### src/rtl/icache_refill_ctrl_if.sv
// Signal bundle between the I-cache refill controller and its neighbours:
// the lookup stage, the tag/valid arrays, the replacement block and the
// L2/memory port. The controller takes the master side.
interface icache_refill_ctrl_if #(
  parameter int N_WAY  = 4,
  parameter int IDX_W  = 6,
  parameter int TAG_W  = 20,
  parameter int LINE_W = 512,
  parameter int OFF_W  = 6
);
  localparam int ADDR_W = TAG_W + IDX_W + OFF_W;

  // lookup-miss request
  logic              miss_valid_i;
  logic              miss_ready_o;
  logic [IDX_W-1:0]  miss_idx_i;
  logic [TAG_W-1:0]  miss_tag_i;
  logic              kill_i;

  // valid array read
  logic              valid_rd_en_o;
  logic [IDX_W-1:0]  valid_rd_idx_o;
  logic [N_WAY-1:0]  valid_vec_i;

  // replacement block
  logic [N_WAY-1:0]  repl_valid_vec_o;
  logic              update_repl_o;
  logic [N_WAY-1:0]  replace_vec_i;

  // next-level memory port
  logic              mem_req_valid_o;
  logic              mem_req_ready_i;
  logic [ADDR_W-1:0] mem_req_addr_o;
  logic              mem_rsp_valid_i;
  logic [LINE_W-1:0] mem_rsp_data_i;
  logic              mem_rsp_err_i;

  // data/tag/valid array write and completion status
  logic              wr_en_o;
  logic [N_WAY-1:0]  wr_way_o;
  logic [IDX_W-1:0]  wr_idx_o;
  logic [TAG_W-1:0]  wr_tag_o;
  logic [LINE_W-1:0] wr_data_o;
  logic              refill_done_o;
  logic              refill_err_o;

  modport master (
    input  miss_valid_i, miss_idx_i, miss_tag_i, kill_i,
    input  valid_vec_i, replace_vec_i,
    input  mem_req_ready_i, mem_rsp_valid_i, mem_rsp_data_i, mem_rsp_err_i,
    output miss_ready_o, valid_rd_en_o, valid_rd_idx_o,
    output repl_valid_vec_o, update_repl_o,
    output mem_req_valid_o, mem_req_addr_o,
    output wr_en_o, wr_way_o, wr_idx_o, wr_tag_o, wr_data_o,
    output refill_done_o, refill_err_o
  );

  modport slave (
    output miss_valid_i, miss_idx_i, miss_tag_i, kill_i,
    output valid_vec_i, replace_vec_i,
    output mem_req_ready_i, mem_rsp_valid_i, mem_rsp_data_i, mem_rsp_err_i,
    input  miss_ready_o, valid_rd_en_o, valid_rd_idx_o,
    input  repl_valid_vec_o, update_repl_o,
    input  mem_req_valid_o, mem_req_addr_o,
    input  wr_en_o, wr_way_o, wr_idx_o, wr_tag_o, wr_data_o,
    input  refill_done_o, refill_err_o
  );
endinterface

### src/rtl/icache_refill_ctrl.sv
// I-cache L1 line refill sequencer. Accepts one lookup miss at a time,
// reads the set's valid vector, lets the replacement block pick a victim,
// fetches the line from the next level and writes data+tag into that way.
// A kill (pipeline flush) aborts early, or once the memory request has been
// accepted, drains the outstanding response without writing it.
module icache_refill_ctrl #(
  parameter int N_WAY  = 4,
  parameter int IDX_W  = 6,
  parameter int TAG_W  = 20,
  parameter int LINE_W = 512,
  parameter int OFF_W  = 6
) (
  input  logic                clk_i,
  input  logic                rst_i,
  icache_refill_ctrl_if.master bus
);

  typedef enum logic [2:0] {
    S_IDLE,
    S_RD_VALID,
    S_SEL_WAY,
    S_MEM_REQ,
    S_MEM_WAIT,
    S_WRITE
  } state_e;

  state_e            state_reg;
  state_e            state_next;

  logic [IDX_W-1:0]  idx_reg;
  logic [TAG_W-1:0]  tag_reg;
  logic [N_WAY-1:0]  way_reg;
  logic [LINE_W-1:0] data_reg;
  logic              drop_reg;

  logic [N_WAY-1:0]  way_pick;
  logic              rsp_accept;
  logic              write_active;

  // Victim way reduced to its lowest set bit; an all-zero vector falls back
  // to way 0, so the write strobe never sees a zero or multi-hot way.
  always_comb begin
    logic found;
    way_pick = '0;
    found    = 1'b0;
    for (int i = 0; i < N_WAY; i++) begin
      if (bus.replace_vec_i[i] && !found) begin
        way_pick[i] = 1'b1;
        found       = 1'b1;
      end
    end
    if (!found) begin
      way_pick[0] = 1'b1;
    end
  end

  // A response is turned into a write only if the refill was not killed
  // earlier, is not being killed now, and carries no bus error.
  assign rsp_accept = bus.mem_rsp_valid_i && !drop_reg && !bus.kill_i && !bus.mem_rsp_err_i;

  // State register.
  always_ff @(posedge clk_i) begin
    if (rst_i) begin
      state_reg <= S_IDLE;
    end else begin
      state_reg <= state_next;
    end
  end

  // Next-state logic: kill aborts before the handshake, drains after it.
  always_comb begin
    state_next = state_reg;
    case (state_reg)
      S_IDLE: begin
        if (bus.miss_valid_i) begin
          state_next = S_RD_VALID;
        end
      end
      S_RD_VALID: begin
        state_next = bus.kill_i ? S_IDLE : S_SEL_WAY;
      end
      S_SEL_WAY: begin
        state_next = bus.kill_i ? S_IDLE : S_MEM_REQ;
      end
      S_MEM_REQ: begin
        // Once the request is accepted the response must be drained, so a
        // same-cycle kill only marks the refill as dropped.
        if (bus.mem_req_ready_i) begin
          state_next = S_MEM_WAIT;
        end else if (bus.kill_i) begin
          state_next = S_IDLE;
        end
      end
      S_MEM_WAIT: begin
        if (bus.mem_rsp_valid_i) begin
          state_next = rsp_accept ? S_WRITE : S_IDLE;
        end
      end
      S_WRITE: begin
        state_next = S_IDLE;
      end
      default: begin
        state_next = S_IDLE;
      end
    endcase
  end

  // Refill context: request fields, victim way, line data and drop flag.
  always_ff @(posedge clk_i) begin
    if (rst_i) begin
      idx_reg  <= '0;
      tag_reg  <= '0;
      way_reg  <= '0;
      data_reg <= '0;
      drop_reg <= 1'b0;
    end else begin
      case (state_reg)
        S_IDLE: begin
          drop_reg <= 1'b0;
          if (bus.miss_valid_i) begin
            idx_reg <= bus.miss_idx_i;
            tag_reg <= bus.miss_tag_i;
          end
        end
        S_MEM_REQ: begin
          if (bus.mem_req_ready_i) begin
            way_reg  <= way_pick;
            drop_reg <= bus.kill_i;
          end
        end
        S_MEM_WAIT: begin
          if (bus.mem_rsp_valid_i) begin
            drop_reg <= 1'b0;
            if (rsp_accept) begin
              data_reg <= bus.mem_rsp_data_i;
            end
          end else if (bus.kill_i) begin
            drop_reg <= 1'b1;
          end
        end
        default: begin
          drop_reg <= drop_reg;
        end
      endcase
    end
  end

  assign write_active = (state_reg == S_WRITE);

  // Output decode: every strobe and bus field is zero outside its own state.
  always_comb begin
    bus.miss_ready_o     = (state_reg == S_IDLE);
    bus.valid_rd_en_o    = (state_reg == S_RD_VALID);
    bus.valid_rd_idx_o   = (state_reg == S_RD_VALID) ? idx_reg : '0;
    bus.update_repl_o    = (state_reg == S_SEL_WAY);
    bus.repl_valid_vec_o = (state_reg == S_SEL_WAY) ? bus.valid_vec_i : '0;
    bus.mem_req_valid_o  = (state_reg == S_MEM_REQ);
    bus.mem_req_addr_o   = (state_reg == S_MEM_REQ) ? {tag_reg, idx_reg, {OFF_W{1'b0}}} : '0;
    bus.refill_err_o     = (state_reg == S_MEM_WAIT) && bus.mem_rsp_valid_i && bus.mem_rsp_err_i
                           && !drop_reg && !bus.kill_i;
    bus.wr_en_o          = write_active;
    bus.wr_idx_o         = write_active ? idx_reg : '0;
    bus.wr_tag_o         = write_active ? tag_reg : '0;
    bus.wr_data_o        = write_active ? data_reg : '0;
    bus.refill_done_o    = write_active;
  end

  // Per-way write select, gated so it is quiet whenever no write is issued.
  generate
    for (genvar gi = 0; gi < N_WAY; gi++) begin : g_wr_way
      assign bus.wr_way_o[gi] = write_active & way_reg[gi];
    end
  endgenerate

endmodule

### src/flat_wrapper.sv
// flat-port wrapper written by rule: the top's interface ports become plain ports
module icache_refill_ctrl_flat 
#(
  parameter int N_WAY  = 4,
  parameter int IDX_W  = 6,
  parameter int TAG_W  = 20,
  parameter int LINE_W = 512,
  parameter int OFF_W  = 6
)
  (clk_i, rst_i, bus_miss_valid_i, bus_miss_idx_i, bus_miss_tag_i, bus_kill_i, bus_valid_vec_i, bus_replace_vec_i, bus_mem_req_ready_i, bus_mem_rsp_valid_i, bus_mem_rsp_data_i, bus_mem_rsp_err_i, bus_miss_ready_o, bus_valid_rd_en_o, bus_valid_rd_idx_o, bus_repl_valid_vec_o, bus_update_repl_o, bus_mem_req_valid_o, bus_mem_req_addr_o, bus_wr_en_o, bus_wr_way_o, bus_wr_idx_o, bus_wr_tag_o, bus_wr_data_o, bus_refill_done_o, bus_refill_err_o);
  icache_refill_ctrl_if #(.N_WAY(N_WAY), .IDX_W(IDX_W), .TAG_W(TAG_W), .LINE_W(LINE_W), .OFF_W(OFF_W)) bus_i ();
  input  logic clk_i;
  input  logic rst_i;
  input wire logic [$bits(bus_i.miss_valid_i)-1:0] bus_miss_valid_i;
  input wire logic [$bits(bus_i.miss_idx_i)-1:0] bus_miss_idx_i;
  input wire logic [$bits(bus_i.miss_tag_i)-1:0] bus_miss_tag_i;
  input wire logic [$bits(bus_i.kill_i)-1:0] bus_kill_i;
  input wire logic [$bits(bus_i.valid_vec_i)-1:0] bus_valid_vec_i;
  input wire logic [$bits(bus_i.replace_vec_i)-1:0] bus_replace_vec_i;
  input wire logic [$bits(bus_i.mem_req_ready_i)-1:0] bus_mem_req_ready_i;
  input wire logic [$bits(bus_i.mem_rsp_valid_i)-1:0] bus_mem_rsp_valid_i;
  input wire logic [$bits(bus_i.mem_rsp_data_i)-1:0] bus_mem_rsp_data_i;
  input wire logic [$bits(bus_i.mem_rsp_err_i)-1:0] bus_mem_rsp_err_i;
  output wire logic [$bits(bus_i.miss_ready_o)-1:0] bus_miss_ready_o;
  output wire logic [$bits(bus_i.valid_rd_en_o)-1:0] bus_valid_rd_en_o;
  output wire logic [$bits(bus_i.valid_rd_idx_o)-1:0] bus_valid_rd_idx_o;
  output wire logic [$bits(bus_i.repl_valid_vec_o)-1:0] bus_repl_valid_vec_o;
  output wire logic [$bits(bus_i.update_repl_o)-1:0] bus_update_repl_o;
  output wire logic [$bits(bus_i.mem_req_valid_o)-1:0] bus_mem_req_valid_o;
  output wire logic [$bits(bus_i.mem_req_addr_o)-1:0] bus_mem_req_addr_o;
  output wire logic [$bits(bus_i.wr_en_o)-1:0] bus_wr_en_o;
  output wire logic [$bits(bus_i.wr_way_o)-1:0] bus_wr_way_o;
  output wire logic [$bits(bus_i.wr_idx_o)-1:0] bus_wr_idx_o;
  output wire logic [$bits(bus_i.wr_tag_o)-1:0] bus_wr_tag_o;
  output wire logic [$bits(bus_i.wr_data_o)-1:0] bus_wr_data_o;
  output wire logic [$bits(bus_i.refill_done_o)-1:0] bus_refill_done_o;
  output wire logic [$bits(bus_i.refill_err_o)-1:0] bus_refill_err_o;
  assign bus_i.miss_valid_i = bus_miss_valid_i;
  assign bus_i.miss_idx_i = bus_miss_idx_i;
  assign bus_i.miss_tag_i = bus_miss_tag_i;
  assign bus_i.kill_i = bus_kill_i;
  assign bus_i.valid_vec_i = bus_valid_vec_i;
  assign bus_i.replace_vec_i = bus_replace_vec_i;
  assign bus_i.mem_req_ready_i = bus_mem_req_ready_i;
  assign bus_i.mem_rsp_valid_i = bus_mem_rsp_valid_i;
  assign bus_i.mem_rsp_data_i = bus_mem_rsp_data_i;
  assign bus_i.mem_rsp_err_i = bus_mem_rsp_err_i;
  assign bus_miss_ready_o = bus_i.miss_ready_o;
  assign bus_valid_rd_en_o = bus_i.valid_rd_en_o;
  assign bus_valid_rd_idx_o = bus_i.valid_rd_idx_o;
  assign bus_repl_valid_vec_o = bus_i.repl_valid_vec_o;
  assign bus_update_repl_o = bus_i.update_repl_o;
  assign bus_mem_req_valid_o = bus_i.mem_req_valid_o;
  assign bus_mem_req_addr_o = bus_i.mem_req_addr_o;
  assign bus_wr_en_o = bus_i.wr_en_o;
  assign bus_wr_way_o = bus_i.wr_way_o;
  assign bus_wr_idx_o = bus_i.wr_idx_o;
  assign bus_wr_tag_o = bus_i.wr_tag_o;
  assign bus_wr_data_o = bus_i.wr_data_o;
  assign bus_refill_done_o = bus_i.refill_done_o;
  assign bus_refill_err_o = bus_i.refill_err_o;
  icache_refill_ctrl #(.N_WAY(N_WAY), .IDX_W(IDX_W), .TAG_W(TAG_W), .LINE_W(LINE_W), .OFF_W(OFF_W)) u_core (.clk_i(clk_i), .rst_i(rst_i), .bus(bus_i));
endmodule
### config.mk
export PLATFORM = sky130hd
export DESIGN_NAME = icache_refill_ctrl_flat
export DESIGN_NICKNAME = d
export VERILOG_FILES = /design/src/rtl/icache_refill_ctrl_if.sv /design/src/rtl/icache_refill_ctrl.sv /design/src/flat_wrapper.sv
export SDC_FILE = /design/constraint.sdc
export NUM_CORES = 1
export LEC_CHECK = 0
export CAP_MARGIN = 20
export CORE_AREA = 2 2 452 454
export CTS_CLUSTER_DIAMETER = 120
export CTS_CLUSTER_SIZE = 30
export DETAILED_ROUTE_END_ITERATION = 10
export DIE_AREA = 0 0 454 456
export GPL_TIMING_DRIVEN = 0
export PLACE_DENSITY = 0.41
export SLEW_MARGIN = 20
export SYNTH_ARGS = -nofsm -noshare
export SYNTH_HDL_FRONTEND = slang
export SYNTH_SLANG_ARGS = --single-unit
### constraint.sdc
create_clock -name clk_i -period 1.6 [get_ports clk_i]
set_clock_uncertainty 0.15 [all_clocks]
set_input_delay 0.16 -clock clk_i [delete_from_list [all_inputs] [get_ports clk_i]]
set_output_delay 0.16 -clock clk_i [all_outputs]
set_load 0.01 [all_outputs]
# --- Word-level counts from Yosys, hierarchy flattened ---
# Index checks and enable logic that the tools add are counted.
classes:
  eq_ne: 10
  mux: 26
  bitwise: 4
  reduce_logical: 23
op_table:
  columns: ["op", "count"]
  rows:
  - ["$mux W512", 1]
  - ["$mux W32", 1]
  - ["$mux W20", 1]
  - ["$mux W3", 5]
  - ["$pmux W3 S5", 1]
  - ["$mux W6", 2]
  - ["$mux W1", 11]
  - ["$logic_and A1 B1 Y1", 10]
  - ["$reduce_and A3 Y1", 3]
  - ["$eq A3 B2 Y1 const B", 2]
  - ["$eq A3 B3 Y1 const B", 2]
  - ["$logic_not A1 Y1", 6]
  - ["$ne A2 B2 Y1 const B", 3]
  - ["$ne A3 B3 Y1 const B", 2]
  - ["$and A1 B1 Y1", 4]
  - ["$mux W2", 2]
  - ["$mux W4", 1]
  - ["$reduce_and A2 Y1", 2]
  - ["$eq A3 B1 Y1 const B", 1]
  - ["$logic_not A3 Y1", 1]
  - ["$pmux W1 S3", 1]
  - ["$reduce_bool A3 Y1", 1]
totals:
  register_bits: 546
  input_bits: 553
  out_inout_bits: 591

# --- Logic depth before layout (Yosys ltp) ---
depth:
  depth_word: 11
  ltp_mapped: 7
  ltp_nobuf: 3

# --- Worst setup path before layout ---
# No wires, ideal clock.
synth_timing:
  kind: "register -> register"
  startpoint: "reg u_core.drop_reg"
  endpoint: "reg u_core.data_reg[25]"
  setup_time_ns: 0.132
  t_arrival_ns: 1.463
  setup_slack_ns: -0.146
  path_stages_with_launch: 7
  period_less_slack_ns: 1.746
  cell_sequence: "dfxtp_1 -> or4b_1 -> buf_2 -> buf_6 -> buf_6 -> o21ai_0 -> a21oi_1"
synth_between:
  elab_chain_len: 5
synth_lines:
  columns: ["item", "line_no", "rtl"]
  rows:
  - ["start, declared", "icache_refill_ctrl.sv:34", "logic drop_reg;"]
  - ["start signal, assigned", "icache_refill_ctrl.sv:128", "drop_reg <= bus.kill_i;"]
  - ["start signal, assigned", "icache_refill_ctrl.sv:142", "drop_reg <= drop_reg;"]
  - ["$logic_not A1 Y1", "icache_refill_ctrl.sv:59", "assign rsp_accept = bus.mem_rsp_valid_i && !drop_reg && !bus.kill_i && !bus.mem_rsp_err_i;"]
  - ["$logic_and A1 B1 Y1 (3 in a row)", "icache_refill_ctrl.sv:59", null]
  - ["$reduce_and A3 Y1 (no line)", null, null]
  - ["end signal, assigned", "icache_refill_ctrl.sv:135", "data_reg <= bus.mem_rsp_data_i;"]
  - ["end, declared", "icache_refill_ctrl.sv:33", "logic [LINE_W-1:0] data_reg;"]
# Every way passes these cells.
# A chain may end at the register's enable or synchronous reset.

# --- Final worst setup path ---
layout_timing:
  startpoint: "reg u_core.state_reg[2]"
  endpoint: "out bus_repl_valid_vec_o[3]"
layout_between:
  elab_chain_len: 2
layout_lines:
  columns: ["item", "line_no", "rtl"]
  rows:
  - ["start, declared", "icache_refill_ctrl.sv:27", "state_e state_reg;"]
  - ["start signal, assigned", "icache_refill_ctrl.sv:66", "state_reg <= state_next;"]
  - ["$eq A3 B2 Y1", "icache_refill_ctrl.sv:156", "bus.repl_valid_vec_o = (state_reg == S_SEL_WAY) ? bus.valid_vec_i : '0;"]
  - ["$mux W4", "icache_refill_ctrl.sv:156", null]
  - ["end, declared", "flat_wrapper.sv:27", "output wire logic [$bits(bus_i.repl_valid_vec_o)-1:0] bus_repl_valid_vec_o;"]
# Every way passes these cells.

==> summary.txt <==
Syn. warnings -> 0
Worst R2R Path Depth -> 6
Cells after synthesis -> 3158
Vias in the first global route -> 31284
DP Wirelength -> 154 mm
Max-slew headroom -> 0.403
Worst Setup Path Type -> reg -> out
Dpl cell area -> 40100 sq um
Post-synthesis xor/xnor area fraction -> 0.000352
Largest family of logic cells by synthesized area -> simple AND/OR/NAND/NOR gates
Final Util -> 0.241
Leakage -> 18.4 nW
Clk sinks -> 546
Crit Path Max Fanout -> 10
Die W -> 454 um
Final worst slack -> -1.21 ns
Later-pin clock latency in the skew report -> 0.67 ns
Clock slew at reported path FFs -> 0.12 ns
Grt ovf -> 0
H-tree depth -> 2
Critical path origin -> u_core.state_reg[2]$_SDFFE_PP0P_
NumNets Final -> 5483
Seq/Total Area, Yosys -> 0.440
Async S/R FF share, synth -> 0
Root Driver -> clkbuf_16
Finished Cell Area -> 48600 sq um
Final Wtd Congestion -> 0.918
Share of cells above drive strength 1 -> 0.203
Failing checks -> negative setup slack
CTS tree -> yes
Tcrit/Tclk final -> 1.76
Max reg flops -> 512
CP Capture Type -> output pin
PwrDens -> 629 nW/um^2
FF+latch count, synth -> 546
Hold_sp -> bus_mem_rsp_data_i[501]
Average size of a mapped cell -> 7.87 sq um
Worst Path Arrival -> 2.50 ns
Slew Limit Fails -> 0
Post-synth EDFFs -> 0
Row count -> 165
Required time of the critical path -> 1.29 ns
I/O Pins -> 1144
Commonest cells after routing, fill and taps aside -> clkdlybuf4s50_1 (591), a21oi_1 (545), dfxtp_1 (543)
Total of max-cap violations -> 0
Initial antenna violation count -> 43
Status -> finished, violations left
Worst-Margin Slew -> 0.895 ns
Vias -> 30686
First-pass GRT wire length -> 259 mm
Setup-failing EPs final -> 1128
Post-synthesis mux area share -> 0
Fmax -> 0.355 GHz
GRT Total Usage -> 0.177
Die Y -> 456 um
Reg-to-Reg Start -> u_core.drop_reg$_SDFFE_PP0P_
CTS max path bufs -> 3
Unrepaired setup endpoints after global routing -> yes
Cts bufs inserted -> 35
1st-iter DRT viols -> 2056
Post-DRT Antenna Nets -> 0
Worst hold slack -> 0.0292 ns
Die area -> 207000 sq um
# DRC -> 0
Post-Synth Adder-Cell Area -> 0
Worst Hold Depth -> 3
Simple-gate portion of the synthesized area -> 0.266
Routed WL per cell -> 25.2 um
CP Launch Type -> register
Drt via density -> 4.01
PortBufs -> 1136
Post-synth cell types -> 38
Initial Util -> 0.123
Syn Std Cell Area -> 24900 sq um
Pin count of the biggest net entering global routing -> 31
Total Routed Length -> 193 mm
Synth Flop Type -> dfxtp_1
Path type of the worst min-delay path -> in -> reg
Endpoints failing hold -> 0
Worst vdd ir -> 0.000578 V
Layout overhead on the synthesized area -> 95.3%
Core footprint -> 202000 sq um
Post-layout min period -> 2.81 ns
Detailed-router iteration count before antenna repair -> 5
Setup TNS -> -1036.90 ns
Commonest non-fill, non-tap cell in the layout -> clkdlybuf4s50_1
Complex-gate fraction of the synthesized area -> 0.215
## Yosys cell counts, drive strengths merged (3+ instances only)
cell type	n	share of area
nand2	57	0.0086
nor3b	3	0.0011
and3	4	0.0010
nor4b	3	0.0017
nor3	4	0.00081
nor2	5	0.00076
a21oi	545	0.11
nand3	515	0.10
buf	191	0.051
dfxtp	546	0.44
and2	575	0.14
o21ai	512	0.10
clkbuf	177	0.027
or4b	3	0.0012
## cell type report
class / instances / area [sq um]
fill: 22316 / 153000
timing repair buffer: 1733 / 17100
multi-input combinational: 2247 / 12500
sequential: 546 / 10900
tap: 2672 / 3340
buffer: 365 / 3240
clock buffer: 38 / 940
clock inverter: 25 / 439
antenna: 29 / 72.6
inverter: 2 / 10.0
## power breakdown
part	internal, mW	switching (mW)
registers	13.6	0.0568
clock network	5.09	6.81
logic	2.55	2.40
## through the flow
| step | cells | power, mW | worst slack [ns] |
|---|---|---|---|
| 2_1_floorplan | 3163 | 15.3 | -0.103 |
| 3_3_place_gp | 6971 | 17.7 | -2.62 |
| 3_5_place_dp | 6974 | 17.7 | -2.24 |
| 4_1_cts | 7595 | 31.1 | -1.37 |
| 5_1_grt | 7649 | 31.7 | -1.33 |
| 6_report | 7657 | 30.5 | -1.21 |
## worst max-delay path, cell delays in order (launching register included)
cell             delay (ns)
dfxtp_4                0.38
buf_2                  0.22
nor2_2                 0.44
and3_1                 0.25
clkdlybuf4s50_1        0.54
## logic make-up after synthesis
group / Yosys count
other: 1
buffers and inverters: 370
AO/OA/AOI/OAI: 1064
XOR/XNOR: 1
flip-flops: 546
AND/OR/NAND/NOR: 1176
## final timing paths
path	to	slack (ns)
worst min register to register	u_core.way_reg[1]$_SDFFE_PP0P_	0.31
worst max register to register	u_core.data_reg[290]$_SDFFE_PP0P_	-1.12
worst max-delay path	bus_repl_valid_vec_o[3]	-1.21
worst min-delay path	u_core.data_reg[501]$_SDFFE_PP0P_	0.03
## routing by layer
| layer | wire, um | track usage | up-vias | part of all wire |
|---|---|---|---|---|
| met1 | 80400 | 0.218 | 15051 | 0.42 |
| li1 | - | - | 14455 | - |
| met2 | 94000 | 0.305 | 1006 | 0.49 |
| met3 | 13200 | 0.0441 | 170 | 0.068 |
| met4 | 5640 | 0.0480 | 4 | 0.029 |
| met5 | 26 | 0 | - | 0.00013 |
## repair_timing
| action | 4_1_cts | 5_1_grt |
|---|---|---|
| setup buffers | 21 | 23 |
| cloned | 17 | 13 |
| pin swaps | 54 | 21 |
| hold buffers | 522 | 0 |
| endpoints found under the hold margin | 522 | 0 |
| endpoints found under the setup margin | 1131 | 1130 |
| resized for setup | 2043 | 524 |
(Power assumes the default switching activity.)
